File: src/rtl/mem_stage_pkg.sv
// Shared CPU definitions for the MEM stage: bus widths, bus layout, load codes, FSM states.
package mem_stage_pkg;

    localparam int EXE_MEM_BUS_W = 107;
    localparam int MEM_WB_BUS_W  = 102;
    localparam int MEM_ID_BUS_W  = 39;

    typedef enum logic [2:0] {
        LD_W  = 3'd0,
        LD_B  = 3'd1,
        LD_H  = 3'd2,
        LD_BU = 3'd3,
        LD_HU = 3'd4
    } load_type_e;

    typedef enum logic [1:0] {
        S_EMPTY = 2'd0,
        S_WAIT  = 2'd1,
        S_READY = 2'd2
    } mem_state_e;

    typedef struct packed {
        logic        res_from_mem;
        logic [2:0]  load_type;
        logic        gr_we;
        logic [31:0] pc;
        logic [31:0] inst;
        logic [31:0] alu_result;
        logic [4:0]  dest;
        logic        mem_req;
    } exe_mem_bus_t;

endpackage

File: src/rtl/mem_stage_load_align.sv
// Load data alignment and sign/zero extension.
// Sub-word selection exists only when MEM_SUBWORD_LOAD_EN is defined; otherwise the word passes through.
module load_align
    import mem_stage_pkg::*;
(
    input  logic [31:0] rdata,
    input  logic [1:0]  addr,
    input  logic [2:0]  load_type,
    output logic [31:0] data
);
`ifdef MEM_SUBWORD_LOAD_EN
    logic [7:0]  byte_sel;
    logic [15:0] half_sel;

    always_comb begin
        case (addr)
            2'd0:    byte_sel = rdata[7:0];
            2'd1:    byte_sel = rdata[15:8];
            2'd2:    byte_sel = rdata[23:16];
            default: byte_sel = rdata[31:24];
        endcase
        half_sel = addr[1] ? rdata[31:16] : rdata[15:0];
        // Unknown load codes fall back to a full-word load.
        case (load_type)
            LD_B:    data = {{24{byte_sel[7]}}, byte_sel};
            LD_H:    data = {{16{half_sel[15]}}, half_sel};
            LD_BU:   data = {24'd0, byte_sel};
            LD_HU:   data = {16'd0, half_sel};
            default: data = rdata;
        endcase
    end
`else
    logic unused_sel;

    assign unused_sel = ^{addr, load_type};
    assign data       = rdata;
`endif
endmodule

File: src/rtl/mem_stage.sv
// Memory access stage: EMPTY/WAIT/READY handshake between EX, the data SRAM response and WB.
// Sub-word load extension is enabled by defining MEM_SUBWORD_LOAD_EN.
module mem_stage
    import mem_stage_pkg::*;
(
    input  logic                     clk,
    input  logic                     reset,
    input  logic                     exe_mem_valid,
    output logic                     mem_allowin,
    input  logic [EXE_MEM_BUS_W-1:0] exe_mem_bus,
    input  logic                     data_sram_data_ok,
    input  logic [31:0]              data_sram_rdata,
    input  logic                     wb_allowin,
    output logic                     mem_wb_valid,
    output logic [MEM_WB_BUS_W-1:0]  mem_wb_bus,
    output logic [MEM_ID_BUS_W-1:0]  mem_id_bus
);
    mem_state_e   state_q, state_d;
    exe_mem_bus_t bus_q, bus_d, in_bus;
    logic [31:0]  hold_q, hold_d;
    logic         in_wait, mem_ready_go, accept;
    logic [31:0]  load_raw, load_data, final_result;
    logic         unused_mem_req;

    assign in_bus       = exe_mem_bus_t'(exe_mem_bus);
    assign in_wait      = (state_q == S_WAIT);
    assign mem_ready_go = (state_q == S_READY) | (in_wait & data_sram_data_ok);
    assign mem_allowin  = (state_q == S_EMPTY) | (mem_ready_go & wb_allowin);
    assign mem_wb_valid = mem_ready_go;
    assign accept       = exe_mem_valid & mem_allowin;

    always_comb begin
        state_d = state_q;
        bus_d   = bus_q;
        hold_d  = hold_q;
        if (accept) begin
            state_d = in_bus.mem_req ? S_WAIT : S_READY;
            bus_d   = in_bus;
        end else if (mem_ready_go && wb_allowin) begin
            state_d = S_EMPTY;
        end else if (in_wait && data_sram_data_ok) begin
            // WB stalled on the response cycle: capture the data, it will not be presented again.
            state_d = S_READY;
            hold_d  = data_sram_rdata;
        end
    end

    // NOTE: state flops use non-blocking assignments so every flop samples pre-edge values.
    always_ff @(posedge clk) begin
        if (reset) state_q <= S_EMPTY;
        else       state_q <= state_d;
    end

    // NOTE: payload registers are left unreset; they are only observed while state_q != S_EMPTY.
    always_ff @(posedge clk) begin
        bus_q  <= bus_d;
        hold_q <= hold_d;
    end

    assign load_raw = in_wait ? data_sram_rdata : hold_q;

    load_align u_load_align (
        .rdata     (load_raw),
        .addr      (bus_q.alu_result[1:0]),
        .load_type (bus_q.load_type),
        .data      (load_data)
    );

    assign final_result   = bus_q.res_from_mem ? load_data : bus_q.alu_result;
    assign mem_wb_bus     = {bus_q.gr_we, bus_q.pc, bus_q.inst, final_result, bus_q.dest};
    assign mem_id_bus     = {(state_q != S_EMPTY) & bus_q.gr_we,
                             bus_q.dest,
                             final_result,
                             in_wait & bus_q.res_from_mem & ~data_sram_data_ok};
    assign unused_mem_req = bus_q.mem_req;

endmodule

File: config.mk
export PLATFORM = sky130hd
export DESIGN_NAME = mem_stage
export DESIGN_NICKNAME = d
export VERILOG_FILES = /design/src/rtl/mem_stage_pkg.sv /design/src/rtl/mem_stage_load_align.sv /design/src/rtl/mem_stage.sv
export SDC_FILE = /design/constraint.sdc
export NUM_CORES = 1
export LEC_CHECK = 0
export ABC_AREA = 1
export CAP_MARGIN = 20
export CORE_MARGIN = 2
export CORE_UTILIZATION = 40
export CTS_CLUSTER_DIAMETER = 120
export CTS_CLUSTER_SIZE = 28
export DETAILED_ROUTE_END_ITERATION = 8
export GPL_TIMING_DRIVEN = 1
export PLACE_DENSITY = 0.8
export SETUP_SLACK_MARGIN = 0.05
export SYNTH_ARGS = -nofsm -noshare
export SYNTH_HDL_FRONTEND = slang
export SYNTH_SLANG_ARGS = --single-unit
export TNS_END_PERCENT = 1
File: constraint.sdc
create_clock -name clk -period 38.1 [get_ports clk]
set_input_delay 11.43 -clock clk [delete_from_list [all_inputs] [get_ports clk]]
set_output_delay 11.43 -clock clk [all_outputs]
set_load 0.02 [all_outputs]
### Word-level counts from Yosys, hierarchy flattened

Index checks and enable logic that the tools add are counted.

| operators by class | value |
|---|---|
| equal/unequal tests | 2 |
| reduce and logical (&&, ||, !) cells | 6 |
| bitwise gates (word level) | 11 |
| multiplexer cells | 6 |

Operator list:

| operator | count |
|---|---|
| 32-bit 2-to-1 mux | 2 |
| 2-bit 2-to-1 mux | 4 |
| 1-bit bitwise AND | 6 |
| 1-bit inverter | 3 |
| 3-bit AND reduction | 1 |
| 3-bit nonzero test | 1 |
| 2-bit by 1-bit equality test with 1-bit output (second input constant) | 1 |
| 2-bit equality test (second input constant) | 1 |
| 1-bit logical AND | 2 |
| 2-bit logical NOT | 1 |
| 1-bit OR | 2 |
| 2-bit nonzero test | 1 |

| storage, ports and cells | value |
|---|---|
| bits of input ports | 144 |
| logic and storage cells | 33 |
| bits in registers | 137 |
| output and inout port bits | 143 |

### Depth between registers and ports, before layout

| logic depth | value |
|---|---|
| depth after elaboration | 8 |
| gate-level depth with buffers | 8 |
| gate-level depth less buffers | 8 |

### By module

A second synthesis with hierarchy kept.

| unflattened totals | value |
|---|---|
| cells, all modules | 440 |
| area total of the unflattened synthesis | 6,124.6 µm² |

By module, submodules not included:

| module | area each (µm²) | seq. area each (µm²) | cells each | instances |
|---|---|---|---|---|
| mem_stage | 5,884.4 | 4,184.0 | 408 | 1 |
| load_align | 240.2 | 0.0 | 32 | 1 |

### Least setup slack after synthesis

No wires, ideal clock.

| path | value |
|---|---|
| path kind | in2out |
| start | input port data_sram_rdata[5] |
| end | output port mem_wb_bus[10] |
| setup slack | 14.568 ns |
| buffers on the path | 1 |
| data arrival time | 12.102 ns |
| stages | 3 |
| data required time | 26.670 ns |
| path through | nand2_1 a21oi_1 buf_4 |

| between the ends | value |
|---|---|
| longest elaborated chain between the ends | 2 |

Ends and longest elaborated chain:

| item | line | text |
|---|---|---|
| from (decl) | mem_stage.sv:12 | `input logic [31:0] data_sram_rdata,` |
| 32-bit 2-to-1 mux | mem_stage.sv:60 | `assign load_raw = in_wait ? data_sram_rdata : hold_q;` |
| 32-bit 2-to-1 mux | mem_stage.sv:69 | `assign final_result = bus_q.res_from_mem ? load_data : bus_q.alu_result;` |
| to (decl) | mem_stage.sv:15 | `output logic [MEM_WB_BUS_W-1:0] mem_wb_bus,` |

No other way between the ends.

### Worst setup path in the final report

| path | value |
|---|---|
| start | input port data_sram_data_ok |
| end | output port mem_allowin |

| between the ends | value |
|---|---|
| longest elaborated chain between the ends | 4 |

Ends and longest elaborated chain:

| item | line | text |
|---|---|---|
| from (decl) | mem_stage.sv:11 | `input logic data_sram_data_ok,` |
| 1-bit bitwise AND | mem_stage.sv:27 | `assign mem_ready_go = (state_q == S_READY) \| (in_wait & data_sram_data_ok);` |
| 1-bit OR | mem_stage.sv:27 |  |
| 1-bit bitwise AND | mem_stage.sv:28 | `assign mem_allowin = (state_q == S_EMPTY) \| (mem_ready_go & wb_allowin);` |
| 1-bit OR | mem_stage.sv:28 |  |
| to (decl) | mem_stage.sv:9 | `output logic mem_allowin,` |

No other way between the ends.

==> impl_summary.md <==
Run status
The flow ran to the end, and the final reports show no timing, DRC or antenna violations.

Detailed routing
The via count is 3,657. The wire length per cell after detailed routing is 17.05 µm. The first TritonRoute pass finished after 5 iterations.

The number of remaining DRC errors is 0. Using the TritonRoute via totals, the vias-per-cell ratio works out to 4.653. Summed over all layers, the routed wires come to 13,400 µm. The remaining number of nets flagged by the antenna check after routing is 0. After the first detailed-routing iteration, the DRC count stood at 222.

Synthesis
The post-synthesis instance area is 5665 µm². The synthesized instance count is 409. Of the synthesized area, sequential elements account for 0.7226.

The dominant register cell in the synthesized netlist is edfxtp_1. The area share of the largest cell type after synthesis is 0.7155. After synthesis, the share of flip-flops with an asynchronous set or reset is 0. Counting instances in the post-synthesis netlist gives the leading cell types as 135 x edfxtp_1, 110 x buf_4, 68 x a21oi_1. In the post-synthesis netlist, the biggest area contributors are edfxtp_1 72%, buf_4 15%, a21oi_1 6.0%. The count of yosys warnings during synthesis is 0.

Counting flops with a built-in enable in the synthesized netlist gives 135. By instance count, the leading cell after synthesis is edfxtp_1. edfxtp_1 takes more of the synthesized area than any other cell. The count of state elements after synthesis is 137.

Counting every net in the synthesized netlist gives 553. The synthesized area divided by synthesized cell count is 13.85 µm². The count of different cell masters after synthesis is 17.

Timing
Setup slack on the critical path of the routed design comes to 13.65 ns. The fraction of the cycle the final worst path needs is 0.6418. The count of final hold-check violations is 0. The actual transition at the worst max-transition pin is 0.9897 ns.

Setup violations remaining at the end of the flow were counted as 0. Setup total negative slack on the finished layout was measured at 0 ns. For the finished layout, the period the worst path requires is 24.45 ns. Setup repair after global routing left no endpoint under its margin.

Measured against its own limit, the worst slew margin works out to 0.3386. The final max-slew violation count came to 0. The post-route clock skew is 0.006065 ns. The highest achievable clock rate is 40.90 MHz.

CTS
The clock net sink count is 137. The number of levels in the clock H-tree is 4. The post-CTS resize count is 0. The clock insertion delay at the later pin of the skew report is 0.40 ns. The buffer count from post-CTS setup fixing is 0.

The total clock buffers created by CTS is 17. The clock passes through at most 2 buffers. TritonCTS built the clock tree.

The clock-pin transition on the worst setup and hold timing paths is 0.05 ns. The number of hold buffers added after CTS was 0. The cell sitting at the root of the clock tree is a clkbuf_16.

Critical path
The maximum fanout count along the critical path is 3. STA puts the critical path data arrival time at 13.02 ns. The critical setup path kind is input pin to primary output. The worst endpoint required time is 26.67 ns. The worst setup path is launched from an input pin. The type of element capturing the critical path is a primary output.

Power and ir drop
The clock network fraction of total power is 0.348. The switching power is 0.1049 mW. The maximum ir drop on the vdd rail is 0.00003924 V. The internal power summed over all cells is 0.3103 mW. In this run the static leakage power is 2.957 nW. Summing internal, switching and leakage power gives 0.4153 mW.

The relative contribution of combinational cells to total power is 0.211. The net switching fraction of the power is 0.2527. The power per unit of standard cell area is 49.10 nW/µm². The relative contribution of sequential cells to total power is 0.441.

Floorplanning
The die is 123.0 µm tall. The die area is 15,130 µm². In this run the count of I/O pins placed on the die edge is 287.

The width of the chip is 123.0 µm. The initial utilization of the core area, before any placement, comes to 0.4081. The number of placement rows is 43.

The core region is 13,880 µm².

Placed design
The estimated wirelength of the detail-placed design is 9686 µm. The global placer's final weighted congestion is 0.8063. Once placement completed, the tool counted placed cells totaling 755.

The pre-CTS setup slack is 13.64 ns. Buffers placed on the I/O ports in this run total 283.

Final layout
In the final layout, the share of cells above drive strength 1 is 0.06436. The layout filler cell count is 1,044. The final layout contains 739 nets. The number of non-filler instances in the completed layout is 786.

The end-of-flow core utilization is 0.6093. 0 antenna diodes ended up in the layout. The area growth from synthesis to layout is 49.29%.

Flow run
The max-capacitance violation count is 0.

Min path
In this run the worst hold path is classified as flop to flop.

Global route
The largest net degree at the start of global routing is 59. The first global-routing pass estimated 19,490 µm of wire. The total overflow reported by the global router is 0. The initial antenna violation count is 0. The number of global-route vias before repair is 3,746. For this run, the total global-route usage over all layers was measured as 0.1746.
==> cell type report <==
class | count | area, µm² | area share
inverter | 6 | 22.52 | 0.002663
timing repair buffer | 287 | 2903 | 0.3432
clock inverter | 10 | 81.33 | 0.009615
sequential | 137 | 4094 | 0.4840
tap | 180 | 225.2 | 0.02663
clock buffer | 20 | 436.7 | 0.05163
multi-input combinational | 146 | 695.7 | 0.08225
==> logic make-up after synthesis <==
group	synth area share
buffers and inverters	0.1579
AOI/OAI and AO/OA	0.06272
DFF	0.7226
and+or+nand+nor	0.05675
==> metal layers <==
layer / routed length [µm] / vias up / global-route usage
li1: - / 1703 / -
met5: 0 / - / 0
met4: 121 / 0 / 0.06889
met2: 7109 / 197 / 0.3004
met1: 4620 / 1749 / 0.1832
met3: 1550 / 8 / 0.08533
==> registers in the layout, indices dropped and copies added (netlist names) <==
| signal | count |
|---|---|
| bus_q | 33 |
| hold_q | 32 |
| mem_id_bus | 5 |
| mem_wb_bus | 65 |
| state_q | 2 |
==> final timing paths <==
path	startpoint	cells after the start	to	slack (ns)
setup / recovery	data_sram_data_ok	6	mem_allowin	13.65
hold / removal	state_q[1]	2	state_q[1]	0.66
setup reg to reg	state_q[0]	5	mem_wb_bus[48]	36.05
hold reg to reg	state_q[1]	2	state_q[1]	0.66
==> critical path, cell delays in order <==
cell	delay (ns)
clkdlybuf4s50_1	0.51
nand3_1	0.17
nand2_2	0.14
nand2_4	0.08
nand2_4	0.08
clkdlybuf4s50_1	0.60
==> cell usage in the layout, fill, tap and decap left out, drive strengths merged <==
master / instances
clkdlybuf4s50: 283
edfxtp: 135
a21oi: 68
nand2: 39
nor2: 34
clkbuf: 20
clkinv: 7
inv: 6
buf: 4
clkinvlp: 2
dfxtp: 2
nand3: 2
a21boi: 1
o21a: 1
nor3: 1
bufinv: 1
==> power by group through the flow <==
stage | clock network (mW) | registers, mW | logic [mW]
floorplan | 0 | 0.188 | 0.0515
global placement | 0 | 0.186 | 0.0853
detailed placement | 0 | 0.186 | 0.0875
CTS | 0.149 | 0.183 | 0.0878
global route | 0.155 | 0.184 | 0.0928
finish | 0.144 | 0.183 | 0.0876
==> through the flow <==
step	hold WS [ns]	area, µm²
global placement	0.5906	7885
floorplan	0.5691	5665
CTS	0.6534	8431
finish	0.6645	8458
detailed placement	0.6453	7913
global route	0.6909	8458
Power figures use the tool's default switching activity.
